==> config.mk <==
export PLATFORM = sky130hd
export DESIGN_NAME = branch_ctrl
export DESIGN_NICKNAME = d
export VERILOG_FILES = /design/src/rtl/ctrl_pkg.sv /design/src/rtl/ret_stack.sv /design/src/rtl/branch_ctrl.sv
export SDC_FILE = /design/constraint.sdc
export NUM_CORES = 1
export LEC_CHECK = 0
export CAP_MARGIN = 15
export CORE_ASPECT_RATIO = 1.5
export CORE_MARGIN = 1.5
export CORE_UTILIZATION = 45
export CTS_CLUSTER_SIZE = 8
export DETAILED_ROUTE_END_ITERATION = 12
export PLACE_DENSITY = 0.72
export REMOVE_ABC_BUFFERS = 1
export SLEW_MARGIN = 15
export SYNTH_ARGS = -nofsm -noshare
export SYNTH_HDL_FRONTEND = slang
export SYNTH_SLANG_ARGS = --single-unit
==> constraint.sdc <==
create_clock -name clk -period 3.15 [get_ports clk]
set_clock_uncertainty 0.05 [all_clocks]
set_input_delay 0.63 -clock clk [delete_from_list [all_inputs] [get_ports clk]]
set_output_delay 0.63 -clock clk [all_outputs]
set_load 0.01 [all_outputs]
==> src/rtl/ctrl_pkg.sv <==
// Shared definitions for the branch controller: default widths and jump-source encoding.
// Latency: n/a (types and constants only).
// Backpressure: n/a.
package ctrl_pkg;

    // Default PC/target width, jump-table index width and return-stack depth.
    localparam int DEFAULT_D     = 10;
    localparam int DEFAULT_LUT_W = 5;
    localparam int DEFAULT_DEPTH = 8;

    // Winning request after priority decode (ret > call > br).
    typedef enum logic [1:0] {
        JS_NONE = 2'd0,
        JS_BR   = 2'd1,
        JS_CALL = 2'd2,
        JS_RET  = 2'd3
    } jump_src_t;

endpackage

==> src/rtl/ret_stack.sv <==
// Hardware return-address stack: push/pop with full/empty and overflow/underflow pulses.
// Latency: top_o/full_o/empty_o reflect registered state; push/pop take effect on the next clk edge.
// Backpressure: none; a push when full or a pop when empty is dropped and flagged on ovf_o/unf_o.
//
// Ports:
//   clk, reset        clock, synchronous active-high reset (empties the stack)
//   push_i/push_dat_i push request and the address to store
//   pop_i             pop request (has precedence if asserted together with push_i)
//   top_o             entry at sp-1 (meaningless while empty_o = 1)
//   full_o/empty_o    sp == DEPTH / sp == 0
//   ovf_o/unf_o       combinational pulses: push while full / pop while empty
module ret_stack #(
    parameter int D     = 10,
    parameter int DEPTH = 8
) (
    input  logic         clk,
    input  logic         reset,
    input  logic         push_i,
    input  logic         pop_i,
    input  logic [D-1:0] push_dat_i,
    output logic [D-1:0] top_o,
    output logic         full_o,
    output logic         empty_o,
    output logic         ovf_o,
    output logic         unf_o
);

    localparam int AW  = $clog2(DEPTH);
    localparam int SPW = AW + 1;

    logic [SPW-1:0] sp_q;
    logic [SPW-1:0] sp_d;
    logic [D-1:0]   mem_q [DEPTH];
    logic           do_push;
    logic           do_pop;

    assign full_o  = (sp_q == SPW'(DEPTH));
    assign empty_o = (sp_q == '0);

    assign do_pop  = pop_i & ~empty_o;
    assign do_push = push_i & ~pop_i & ~full_o;
    assign ovf_o   = push_i & ~pop_i & full_o;
    assign unf_o   = pop_i & empty_o;

    // DEPTH is a power of two, so when sp == DEPTH the low bits are 0 and
    // subtracting one wraps to DEPTH-1, which is exactly the top entry.
    assign top_o = mem_q[sp_q[AW-1:0] - AW'(1)];

    always_comb begin
        sp_d = sp_q;
        if (do_pop) begin
            sp_d = sp_q - SPW'(1);
        end else if (do_push) begin
            sp_d = sp_q + SPW'(1);
        end
    end

    always_ff @(posedge clk) begin
        if (reset) begin
            sp_q <= '0;
        end else begin
            sp_q <= sp_d;
        end
    end

    // Contents need no reset: resetting sp makes every entry unreachable.
    always_ff @(posedge clk) begin
        if (do_push) begin
            mem_q[sp_q[AW-1:0]] <= push_dat_i;
        end
    end

endmodule

==> src/rtl/branch_ctrl.sv <==
// Branch/call/return controller producing the PC's absolute-jump controls.
// Latency: absjump_en/target are combinational in the request cycle; LUT/stack update on that edge.
// Backpressure: none; requests are accepted every cycle, a blocked call/ret sets sticky stack_err.
//
// Optional feature: define BRANCH_CTRL_TAKEN_CNT_EN to add a 16-bit taken-jump counter (taken_cnt).
//
// Ports:
//   clk, reset                 clock, synchronous active-high reset
//   prog_ctr                   current PC (call pushes prog_ctr + 1)
//   br_en, cond_flag           conditional branch request and its condition
//   call_en, ret_en            call / return requests (priority ret > call > br)
//   lut_idx                    jump-table read index for branch/call
//   lut_wr_en/_idx/_data       jump-table write port (write-after-read)
//   absjump_en, target         jump strobe and destination to the PC
//   stack_full/empty/err       return-stack status; err is sticky until reset
//   taken_cnt                  (optional) count of cycles with absjump_en = 1
module branch_ctrl
    import ctrl_pkg::*;
#(
    parameter int D     = DEFAULT_D,
    parameter int LUT_W = DEFAULT_LUT_W,
    parameter int DEPTH = DEFAULT_DEPTH
) (
    input  logic             clk,
    input  logic             reset,
    input  logic [D-1:0]     prog_ctr,
    input  logic             br_en,
    input  logic             cond_flag,
    input  logic             call_en,
    input  logic             ret_en,
    input  logic [LUT_W-1:0] lut_idx,
    input  logic             lut_wr_en,
    input  logic [LUT_W-1:0] lut_wr_idx,
    input  logic [D-1:0]     lut_wr_data,
    output logic             absjump_en,
    output logic [D-1:0]     target,
    output logic             stack_full,
    output logic             stack_empty,
    output logic             stack_err
`ifdef BRANCH_CTRL_TAKEN_CNT_EN
    ,
    output logic [15:0]      taken_cnt
`endif
);

    localparam int LUT_N = 2 ** LUT_W;

    logic [D-1:0] lut_q [LUT_N];
    logic [D-1:0] lut_rd;
    logic [D-1:0] stk_top;
    logic         stk_push;
    logic         stk_pop;
    logic         stk_ovf;
    logic         stk_unf;
    logic         stack_err_q;
    logic         stack_err_d;
    jump_src_t    src;

    // Combinational read of the registered table gives write-after-read
    // semantics for a same-index write in the same cycle.
    assign lut_rd = lut_q[lut_idx];

    always_comb begin
        src = JS_NONE;
        if (ret_en) begin
            src = JS_RET;
        end else if (call_en) begin
            src = JS_CALL;
        end else if (br_en) begin
            src = JS_BR;
        end
    end

    // Requests are ignored entirely while reset is high, so no stack
    // activity and no jump leaks out during reset.
    always_comb begin
        absjump_en = 1'b0;
        target     = '0;
        stk_push   = 1'b0;
        stk_pop    = 1'b0;
        if (!reset) begin
            case (src)
                JS_RET: begin
                    stk_pop = 1'b1;
                    if (!stack_empty) begin
                        absjump_en = 1'b1;
                        target     = stk_top;
                    end
                end
                JS_CALL: begin
                    stk_push = 1'b1;
                    if (!stack_full) begin
                        absjump_en = 1'b1;
                        target     = lut_rd;
                    end
                end
                JS_BR: begin
                    if (cond_flag) begin
                        absjump_en = 1'b1;
                        target     = lut_rd;
                    end
                end
                default: begin
                end
            endcase
        end
    end

    ret_stack #(
        .D     (D),
        .DEPTH (DEPTH)
    ) u_ret_stack (
        .clk        (clk),
        .reset      (reset),
        .push_i     (stk_push),
        .pop_i      (stk_pop),
        .push_dat_i (prog_ctr + D'(1)),
        .top_o      (stk_top),
        .full_o     (stack_full),
        .empty_o    (stack_empty),
        .ovf_o      (stk_ovf),
        .unf_o      (stk_unf)
    );

    assign stack_err_d = stack_err_q | stk_ovf | stk_unf;
    assign stack_err   = stack_err_q;

    always_ff @(posedge clk) begin
        if (reset) begin
            stack_err_q <= 1'b0;
        end else begin
            stack_err_q <= stack_err_d;
        end
    end

    always_ff @(posedge clk) begin
        if (reset) begin
            for (int i = 0; i < LUT_N; i++) begin
                lut_q[i] <= '0;
            end
        end else if (lut_wr_en) begin
            lut_q[lut_wr_idx] <= lut_wr_data;
        end
    end

`ifdef BRANCH_CTRL_TAKEN_CNT_EN
    logic [15:0] taken_cnt_q;

    // absjump_en is already forced low during reset.
    always_ff @(posedge clk) begin
        if (reset) begin
            taken_cnt_q <= '0;
        end else if (absjump_en) begin
            taken_cnt_q <= taken_cnt_q + 16'd1;
        end
    end

    assign taken_cnt = taken_cnt_q;
`endif

endmodule

**Word level (Yosys, flattened, before mapping)**

Memory sizes are Yosys's and may differ from the RTL's.
Index checks and enable logic that the tools add are counted.

- Add/subtract/negate cells: 4
- Multipliers: 0
- Div/mod/pow operators: 0
- Order comparisons: 0
- Equal/unequal tests: 4
- Shifts and indexed selects: 0
- Mux-type cells: 29
- Bitwise gates (word level): 10
- Reduce and logical (&&, ||, !) cells: 3

Operator list:

| cell | number |
|---|---|
| two-way mux 10 bit | 5 |
| case mux 10 bit (3 select lines) | 1 |
| two-way mux 1 bit | 17 |
| adder 10 x 1 -> 10 bit (second input constant) | 1 |
| OR reduction 10 bit | 1 |
| two-way mux 4 bit | 2 |
| AND 1 bit | 5 |
| two-way mux 5 bit | 1 |
| adder 4 x 1 -> 4 bit (second input constant) | 1 |
| == test 2 bit (second input constant) | 2 |
| == test 4 bit (second input constant) | 1 |
| zero test 4 bit | 1 |
| two-way mux 2 bit | 2 |
| subtractor 4 x 1 -> 4 bit (second input constant) | 1 |
| inverter 1 bit | 3 |
| case mux 1 bit (3 select lines) | 1 |
| subtractor 3 x 1 -> 3 bit (second input constant) | 1 |
| == test 2 x 1 -> 1 bit (second input constant) | 1 |
| OR 1 bit | 2 |
| nonzero test 2 bit | 1 |

- Bits in registers: 5
- Bits in latches: 0
- Bits in writable memories: 400
- Bits in read-only memories: 0
- Input port bits: 37
- Output and inout port bits: 14
- Word-level logic and storage cells: 54
- Memories: 2

Memories:

| name | words | width | read ports | clocked after Yosys merged registers in | write ports | RTL line | source |
|---|---|---|---|---|---|---|---|
| lut_q | 32 | 10 | 1 | 0 | 32 | branch_ctrl.sv:48 | `logic [D-1:0] lut_q [LUT_N];` |
| u_ret_stack.mem_q | 8 | 10 | 1 | 0 | 1 | ret_stack.sv:33 | `logic [D-1:0] mem_q [DEPTH];` |

**Logic depth before layout (Yosys ltp)**

Gate-level depths: netlist of the first run.

- Depth after elaboration: 11
- Mapped depth: 12
- Gate-level depth less buffers: 10

**Hierarchy**

Synthesis of the first run repeated with hierarchy kept, for this count alone.

- Cell total of the unflattened synthesis: 1301
- Area, all modules: 18899.4 sq um

Modules (own cells, without submodules):

| module | times used | cells each | area each (sq um) | seq. area each (sq um) |
|---|---|---|---|---|
| branch_ctrl | 1 | 1128 | 15474.8 | 9629.2 |
| ret_stack | 1 | 173 | 3424.5 | 2482.4 |

**Worst setup path after synthesis of the first run**

Ideal clock, no wire load.

- Kind: register -> output
- Start point: register u_ret_stack.sp_q[0]
- End point: output target[0]
- Data arrival time: 2331 ps
- Required time: 2470 ps
- Setup slack: 139 ps
- Cell stages (with the launch flop): 10
- Path buffers: 3
- Cell sequence: dfxtp_1 buf_2 buf_2 inv_1 ha_1 nand3b_1 a21oi_1 or3_1 buf_2 o41ai_1

- Longest elaborated chain between the ends: 5
- Elaborated cells on any way between the ends: 8
- Those cells by class: add/sub: 1; eq/ne: 1; mux: 4; reduce/logical: 1; memory: 1

Ends and longest elaborated chain:

| item | RTL line | source |
|---|---|---|
| start, declared | ret_stack.sv:31 | `logic [SPW-1:0] sp_q;` |
| start signal, assigned | ret_stack.sv:62 | `sp_q <= sp_d;` |
| subtractor 3 x 1 -> 3 bit | ret_stack.sv:47 | `assign top_o = mem_q[sp_q[AW-1:0] - AW'(1)];` |
| memory (8 x 10 bit) | - |  |
| two-way mux 10 bit | branch_ctrl.sv:85 | `if (!stack_empty) begin` |
| case mux 10 bit (3 select lines) (*) | branch_ctrl.sv:82 | `case (src)` |
| two-way mux 10 bit (*) | branch_ctrl.sv:81 | `if (!reset) begin` |
| end, declared | branch_ctrl.sv:36 | `output logic [D-1:0] target,` |

Every way passes the cells marked *; elsewhere a longest branch is shown, timed or not.

**Worst setup path after layout of the first run**

- Start point: input lut_idx[0]
- End point: output target[0]

- Longest elaborated chain between the ends: 4
- Elaborated cells on any way between the ends: 5
- Those cells by class: mux: 4; memory: 1

Ends and longest elaborated chain:

| item | RTL line | source |
|---|---|---|
| start, declared | branch_ctrl.sv:31 | `input logic [LUT_W-1:0] lut_idx,` |
| memory (32 x 10 bit) (*) | - |  |
| two-way mux 10 bit (on tied branches) | branch_ctrl.sv:98, branch_ctrl.sv:92 |  |
| case mux 10 bit (3 select lines) (*) | branch_ctrl.sv:82 |  |
| two-way mux 10 bit (*) | branch_ctrl.sv:81 |  |

Marked as above.

==> flow_metrics.env, run 1 <==
export IMPL_run_status="finished with violations"
export IMPL_violations="negative setup slack"
export IMPL_core_mm2=0.0411
export IMPL_fmax_mhz=313
export IMPL_die_y_um=253
export IMPL_wl_met3_um=2630
export IMPL_endpoint_kind="primary output"
export IMPL_cts_made_buffers=56
export IMPL_cts_tree="yes"
export IMPL_synthCells=1280
export IMPL_top_layer_used="met4"
export IMPL_synth_cell_area_mm2=0.0188
export IMPL_row_count=91
export IMPL_crit_fanout=7
export IMPL_min_from="stack_err"
export IMPL_cp_arrival_ns=2.52
export IMPL_worstHoldPathCells=2
export IMPL_synth_seq_cells=405
export IMPL_antenna_found_initial=2
export IMPL_timing_final_ws_setup_ns=-0.0469
export IMPL_rsz0062_at_grt="yes"
export IMPL_slew_viol_final=0
export IMPL_r2r_start="u_ret_stack.sp_q[0]"
export IMPL_ff2ff_setup_slack_ns=0.46
export IMPL_async_reset_ff_share_pct=0
export IMPL_hold_violations=0
export IMPL_avgViaCountPerCell=5.58
export IMPL_critical_path_class="in -> out"
export IMPL_fin_total_pwr_w=0.0146
export IMPL_period_minus_slack_ns=3.20
export IMPL_totalWireLength_um=48300
export IMPL_remaining_drc_errors=0
export IMPL_setup_viol=10
export IMPL_wl_met1_um=17600
export IMPL_clkSlewWorstSetupHoldPaths_ns=0.05
export IMPL_final_layout_size_suffix_gt1_share_pct=28.5
export IMPL_hpwl_um=31300
export IMPL_wl_met2_um=25700
export IMPL_clkSinkCount=405
export IMPL_wl_per_cell_um=23.9
export IMPL_clockBufferDepth=3
export IMPL_hold_buffers=0
export IMPL_syn_avg_cell_area_um2=14.7
export IMPL_crit_path_start_kind="input port"
export IMPL_antennaDiodeCount=0
export IMPL_die_x_um=170
export IMPL_maxSlewHeadroom_pct=53.6
export IMPL_dieArea_mm2=0.0430
export IMPL_grt_first_pass_wirelength_um=71800
export IMPL_dp_slack_ns=-1.04
export IMPL_ios=51
export IMPL_r2r_cells=12
export IMPL_vdd_ir_drop_worst_uv=418
export IMPL_grt_max_degree=33
export IMPL_num_nets_final=1489
export IMPL_min_to="stack_err"
export IMPL_io_buffers=50
export IMPL_clockRootBuffer="clkbuf_16"
export IMPL_maxCapViolCount=0
export IMPL_reg2reg_to="u_ret_stack.sp_q[2]"
export IMPL_first_global_vias=11700
export IMPL_synth_edf_count=400
export IMPL_clk_latency_ns=0.58
export IMPL_grt_overflow=0
export IMPL_min_delay_path_class="reg -> reg"
export IMPL_ys_dominant_reg_cell="edfxtp_1"
export IMPL_grt_usage_pct=22.8
export IMPL_synth_cell_type_count=47
export IMPL_firstDrtPassIters=5
export IMPL_cp_required_ns=2.47
export IMPL_postRouteAntennaNets=0
export IMPL_gp_congestion=0.969
export IMPL_powerDensity_mw_per_mm2=632
export IMPL_area_growth_pct=22.8
export IMPL_worst_pin_slew_ns=0.693
export IMPL_drtIter0Drc=1156
export IMPL_yosysWarnings=0
export IMPL_dr_total_vias=11300
export IMPL_ys_seq_area_share_pct=64.6
export IMPL_min_period_over_period_pct=101
export IMPL_htreeDepth=2
export IMPL_start_util_pct=45.6
export IMPL_p_leak_nw=8.50
flip-flops by register name, indices dropped and copies added, names as in the netlist:
name	flops
lut_q	320
u_ret_stack.mem_q	80
stack_err	1
u_ret_stack.sp_q	4
worst max-delay path by stage:
| stage | start | endpoint | depth (start not counted) |
|---|---|---|---|
| CTS | u_ret_stack.sp_q[0] | target[2] | 8 |
| detailed placement | lut_idx[2] | target[2] | 8 |
| finish | lut_idx[0] | target[0] | 8 |
| floorplan | u_ret_stack.sp_q[0] | u_ret_stack.sp_q[2] | 10 |
| global route | lut_idx[0] | target[0] | 8 |
| global placement | lut_idx[2] | target[2] | 8 |
metal layers:
metal,up-vias,global-route usage (%)
met5,-,0
met4,0,11.4
met3,129,3.22
met2,427,41.7
met1,5699,25.7
li1,5021,-
critical path: stages:
cell and delay [ns]:
buf_12 0.11, buf_12 0.14, buf_8 0.13, mux4_2 0.50
mux2_4 0.30, a221oi_4 0.37, o41ai_4 0.16, buf_2 0.16
final cells by class:
| cell class | count | area (µm²) |
|---|---|---|
| multi-input cells | 754 | 6650 |
| clock inverters | 3 | 51.3 |
| flip-flops and latches | 405 | 12100 |
| well taps | 558 | 698 |
| fillers | 3136 | 18100 |
| inverters | 8 | 32.5 |
| clock buffers | 68 | 1470 |
| repair buffers | 223 | 2030 |
cells in the mapped netlist (4+ instances only):
| cell | n | share of area (%) |
|---|---|---|
| a21oi_1 | 31 | 0.83 |
| a221oi_1 | 4 | 0.19 |
| a221oi_2 | 6 | 0.48 |
| a22oi_1 | 41 | 1.6 |
| a2bb2oi_1 | 10 | 0.47 |
| and2_1 | 324 | 11 |
| buf_2 | 18 | 0.48 |
| clkbuf_1 | 78 | 1.6 |
| clkbuf_2 | 7 | 0.19 |
| dfxtp_1 | 5 | 0.53 |
| edfxtp_1 | 400 | 64 |
| ha_1 | 4 | 0.27 |
| inv_1 | 8 | 0.16 |
| mux2_2 | 20 | 1.2 |
| mux2i_1 | 101 | 5.4 |
| mux4_1 | 17 | 2.4 |
| mux4_2 | 33 | 4.0 |
| nand2_1 | 22 | 0.44 |
| nand3_1 | 5 | 0.13 |
| nand3b_1 | 5 | 0.20 |
| nor2_1 | 44 | 0.88 |
| nor3_1 | 7 | 0.19 |
| o41ai_1 | 10 | 0.47 |
| or2_2 | 32 | 1.1 |
| xnor2_1 | 8 | 0.37 |
cell usage in the layout (no fill, tap or decap), types with 14 or more instances in the layout:
master | netlist | routed
edfxtp_1 | 400 | 400
buf_6 | 2 | 14
and2_1 | 324 | 322
or2_2 | 32 | 32
mux2i_1 | 101 | 101
nor2_1 | 44 | 44
mux2_4 | 0 | 14
a21oi_1 | 31 | 19
mux4_2 | 33 | 46
a22oi_1 | 41 | 35
buf_4 | 3 | 142
clkbuf_16 | 0 | 58
clkdlybuf4s50_1 | 0 | 36
buf_12 | 2 | 14
power breakdown:
| part | total [W] | switching [W] | internal (W) |
|---|---|---|---|
| sequential | 0.00633 | 0.0000998 | 0.00623 |
| combinational | 0.00291 | 0.00146 | 0.00145 |
| clock | 0.00531 | 0.00210 | 0.00321 |
| total | 0.0146 | 0.00366 | 0.0109 |
metrics by stage:
step	cells	TNS, ns	hold slack, ns	utilization [%]	instance area, µm²
2_1_floorplan	1167	-6.53	0.455	-	18200
3_3_place_gp	1921	-8.48	0.439	50.3	20700
3_5_place_dp	1921	-8.83	0.425	50.3	20700
4_1_cts	2001	-0.374	0.441	55.4	22800
5_1_grt	2019	-0.602	0.464	56.0	23000
6_report	2019	-0.245	0.436	56.0	23000
cell families after synthesis:
logic type,Yosys count,share of synthesized area [%]
adders and majority gates,4,0.267
buffers and inverters,121,2.90
DFF,405,64.6
and+or+nand+nor,461,14.6
xor gates and xnor gates,11,0.514
muxes,171,12.9
AOI/OAI and AO/OA,107,4.23
repair_timing:
action / in CTS / in global routing
gates resized for setup: 172 / 33
setup buffers: 12 / 17
endpoints found under the setup margin: 12 / 10
pin swaps: 25 / 16
gates cloned: 4 / 1
(Power assumes the default switching activity.)
==> run 2, diff against run 1 <==
GPL_ROUTABILITY_DRIVEN = 0   (was default)
==> results of run 2 <==
Final layout, timing and power as in run 1 (identical DEF).
==> run 3, diff against run 2 <==
PLACE_DENSITY = 0.75   (was 0.72)
clock period = 2.59 ns   (was 3.15 ns; I/O delays follow)
==> flow_metrics.env, run 3 (synthesized netlist as in run 1, its figures left out) <==
export IMPL_clkSlewWorstSetupHoldPaths_ns=0.05
export IMPL_maxCapViolCount=0
export IMPL_run_status="finished with violations"
export IMPL_endpoint_kind="primary output"
export IMPL_critical_path_class="reg -> out"
export IMPL_p_leak_nw=8.58
export IMPL_worst_hold_slack_ns=0.443
export IMPL_fmax_mhz=330
export IMPL_final_common_cell="edfxtp_1"
export IMPL_dr_total_vias=11300
export IMPL_maxSlewHeadroom_pct=53.6
export IMPL_powerDensity_mw_per_mm2=769
export IMPL_die_x_um=170
export IMPL_totalWireLength_um=46600
export IMPL_min_period_over_period_pct=117
export IMPL_htreeDepth=2
export IMPL_multi_input_area_mm2=0.00666
export IMPL_grt_first_pass_wirelength_um=70600
export IMPL_ff2ff_setup_slack_ns=0.14
export IMPL_wl_per_cell_um=23.0
export IMPL_cp_required_ns=2.02
export IMPL_fin_area_mm2=0.0232
export IMPL_worst_pin_slew_ns=0.690
export IMPL_hold_violations=0
export IMPL_crit_fanout=8
export IMPL_grt_usage_pct=22.2
export IMPL_io_buffers=50
export IMPL_violations="negative setup slack"
export IMPL_dieArea_mm2=0.0430
export IMPL_first_global_vias=11800
export IMPL_min_delay_path_class="reg -> reg"
export IMPL_firstDrtPassIters=6
export IMPL_ios=51
export IMPL_crit_path_start_kind="flop"
export IMPL_row_count=91
export IMPL_antenna_found_initial=0
export IMPL_clk_latency_ns=0.58
export IMPL_setup_viol=10
export IMPL_fin_total_pwr_w=0.0178
export IMPL_hpwl_um=31200
export IMPL_final_layout_size_suffix_gt1_share_pct=28.6
export IMPL_vdd_ir_drop_worst_uv=486
export IMPL_grt_overflow=0
export IMPL_hold_buffers=0
export IMPL_cts_tree="yes"
export IMPL_dp_slack_ns=-1.15
export IMPL_fillers=3101
export IMPL_cp_arrival_ns=2.47
export IMPL_num_nets_final=1493
export IMPL_clockBufferDepth=3
export IMPL_r2r_start="u_ret_stack.sp_q[1]"
export IMPL_dpl_cell_area_mm2=0.0210
export IMPL_antennaDiodeCount=0
export IMPL_die_y_um=253
export IMPL_drtIter0Drc=937
export IMPL_clockRootBuffer="clkbuf_16"
export IMPL_clkSinkCount=405
export IMPL_reg2reg_to="u_ret_stack.sp_q[2]"
export IMPL_period_minus_slack_ns=3.03
export IMPL_final_cell_mix="edfxtp_1 (400), and2_1 (323), buf_4 (146)"
export IMPL_largest_reg_flops=320
export IMPL_cts_made_buffers=56
export IMPL_grt_max_degree=41
export IMPL_core_mm2=0.0411
export IMPL_cp_startpoint="u_ret_stack.sp_q[1]"
export IMPL_avgViaCountPerCell=5.60
export IMPL_r2r_cells=11
export IMPL_remaining_drc_errors=0
export IMPL_timing_final_ws_setup_ns=-0.445
export IMPL_postRouteAntennaNets=0
export IMPL_area_growth_pct=23.4
export IMPL_crit_path_end="target[8]"
export IMPL_slew_viol_final=0
export IMPL_max_flop_register="lut_q"
export IMPL_start_util_pct=45.6
export IMPL_rsz0062_at_grt="yes"
export IMPL_regArea_mm2=0.0121
## run 3: power by group
part,internal (W),switching (W),total (W)
Sequential,0.00757,0.000112,0.00769
Clock,0.00386,0.00258,0.00644
Combinational,0.00190,0.00179,0.00369
## run 3: metrics by stage
step	cells	setup TNS, ns	utilization, %
after detailed placement	1948	-146.67	51.1
final	2025	-4.26	56.4
after floorplan	1167	-42.96	-
after global placement	1948	-131.95	51.1
after CTS	2021	-4.61	56.1
after global routing	2025	-4.93	56.4
## run 3: layout make-up
class | count | area share, %
multi-input combinational | 754 | 28.7
tap | 558 | 3.01
sequential | 405 | 52.3
clock inverter | 3 | 0.232
inverter | 8 | 0.130
clock buffer | 70 | 6.28
timing repair buffer | 227 | 9.31
## run 3: worst min path at each step
| stage | from | to | slack (ns) | depth (start not counted) |
|---|---|---|---|---|
| 2_1_floorplan | stack_err | stack_err | 0.45 | 2 |
| 6_report | stack_err | stack_err | 0.44 | 2 |
| 3_3_place_gp | stack_err | stack_err | 0.44 | 2 |
| 4_1_cts | stack_err | stack_err | 0.44 | 2 |
| 5_1_grt | stack_err | stack_err | 0.47 | 2 |
| 3_5_place_dp | stack_err | stack_err | 0.43 | 2 |
## run 3: worst max-delay path, stage by stage (launching register included)
cell,delay (ns)
dfxtp_2,0.34
inv_2,0.05
ha_4,0.32
buf_16,0.14
mux4_2,0.30
mux2_4,0.30
nand2_4,0.10
o41ai_4,0.07
buf_4,0.15
buf_6,0.11
## run 3: repair_timing
action / in CTS / in global routing
setup buffers: 6 / 8
gates resized for setup: 178 / 14
cloned: 2 / 1
setup endpoints to repair: 14 / 13
pin swaps: 29 / 7
## run 3: layer usage
metal  GRT usage (%)  up-vias  part of all wire [%]
met4            12.1        0                   5.8
met2            40.7      459                    53
met5               0        -                     0
met1            24.9     5697                    35
li1                -     5042                     -
met3            2.88      149                   5.8
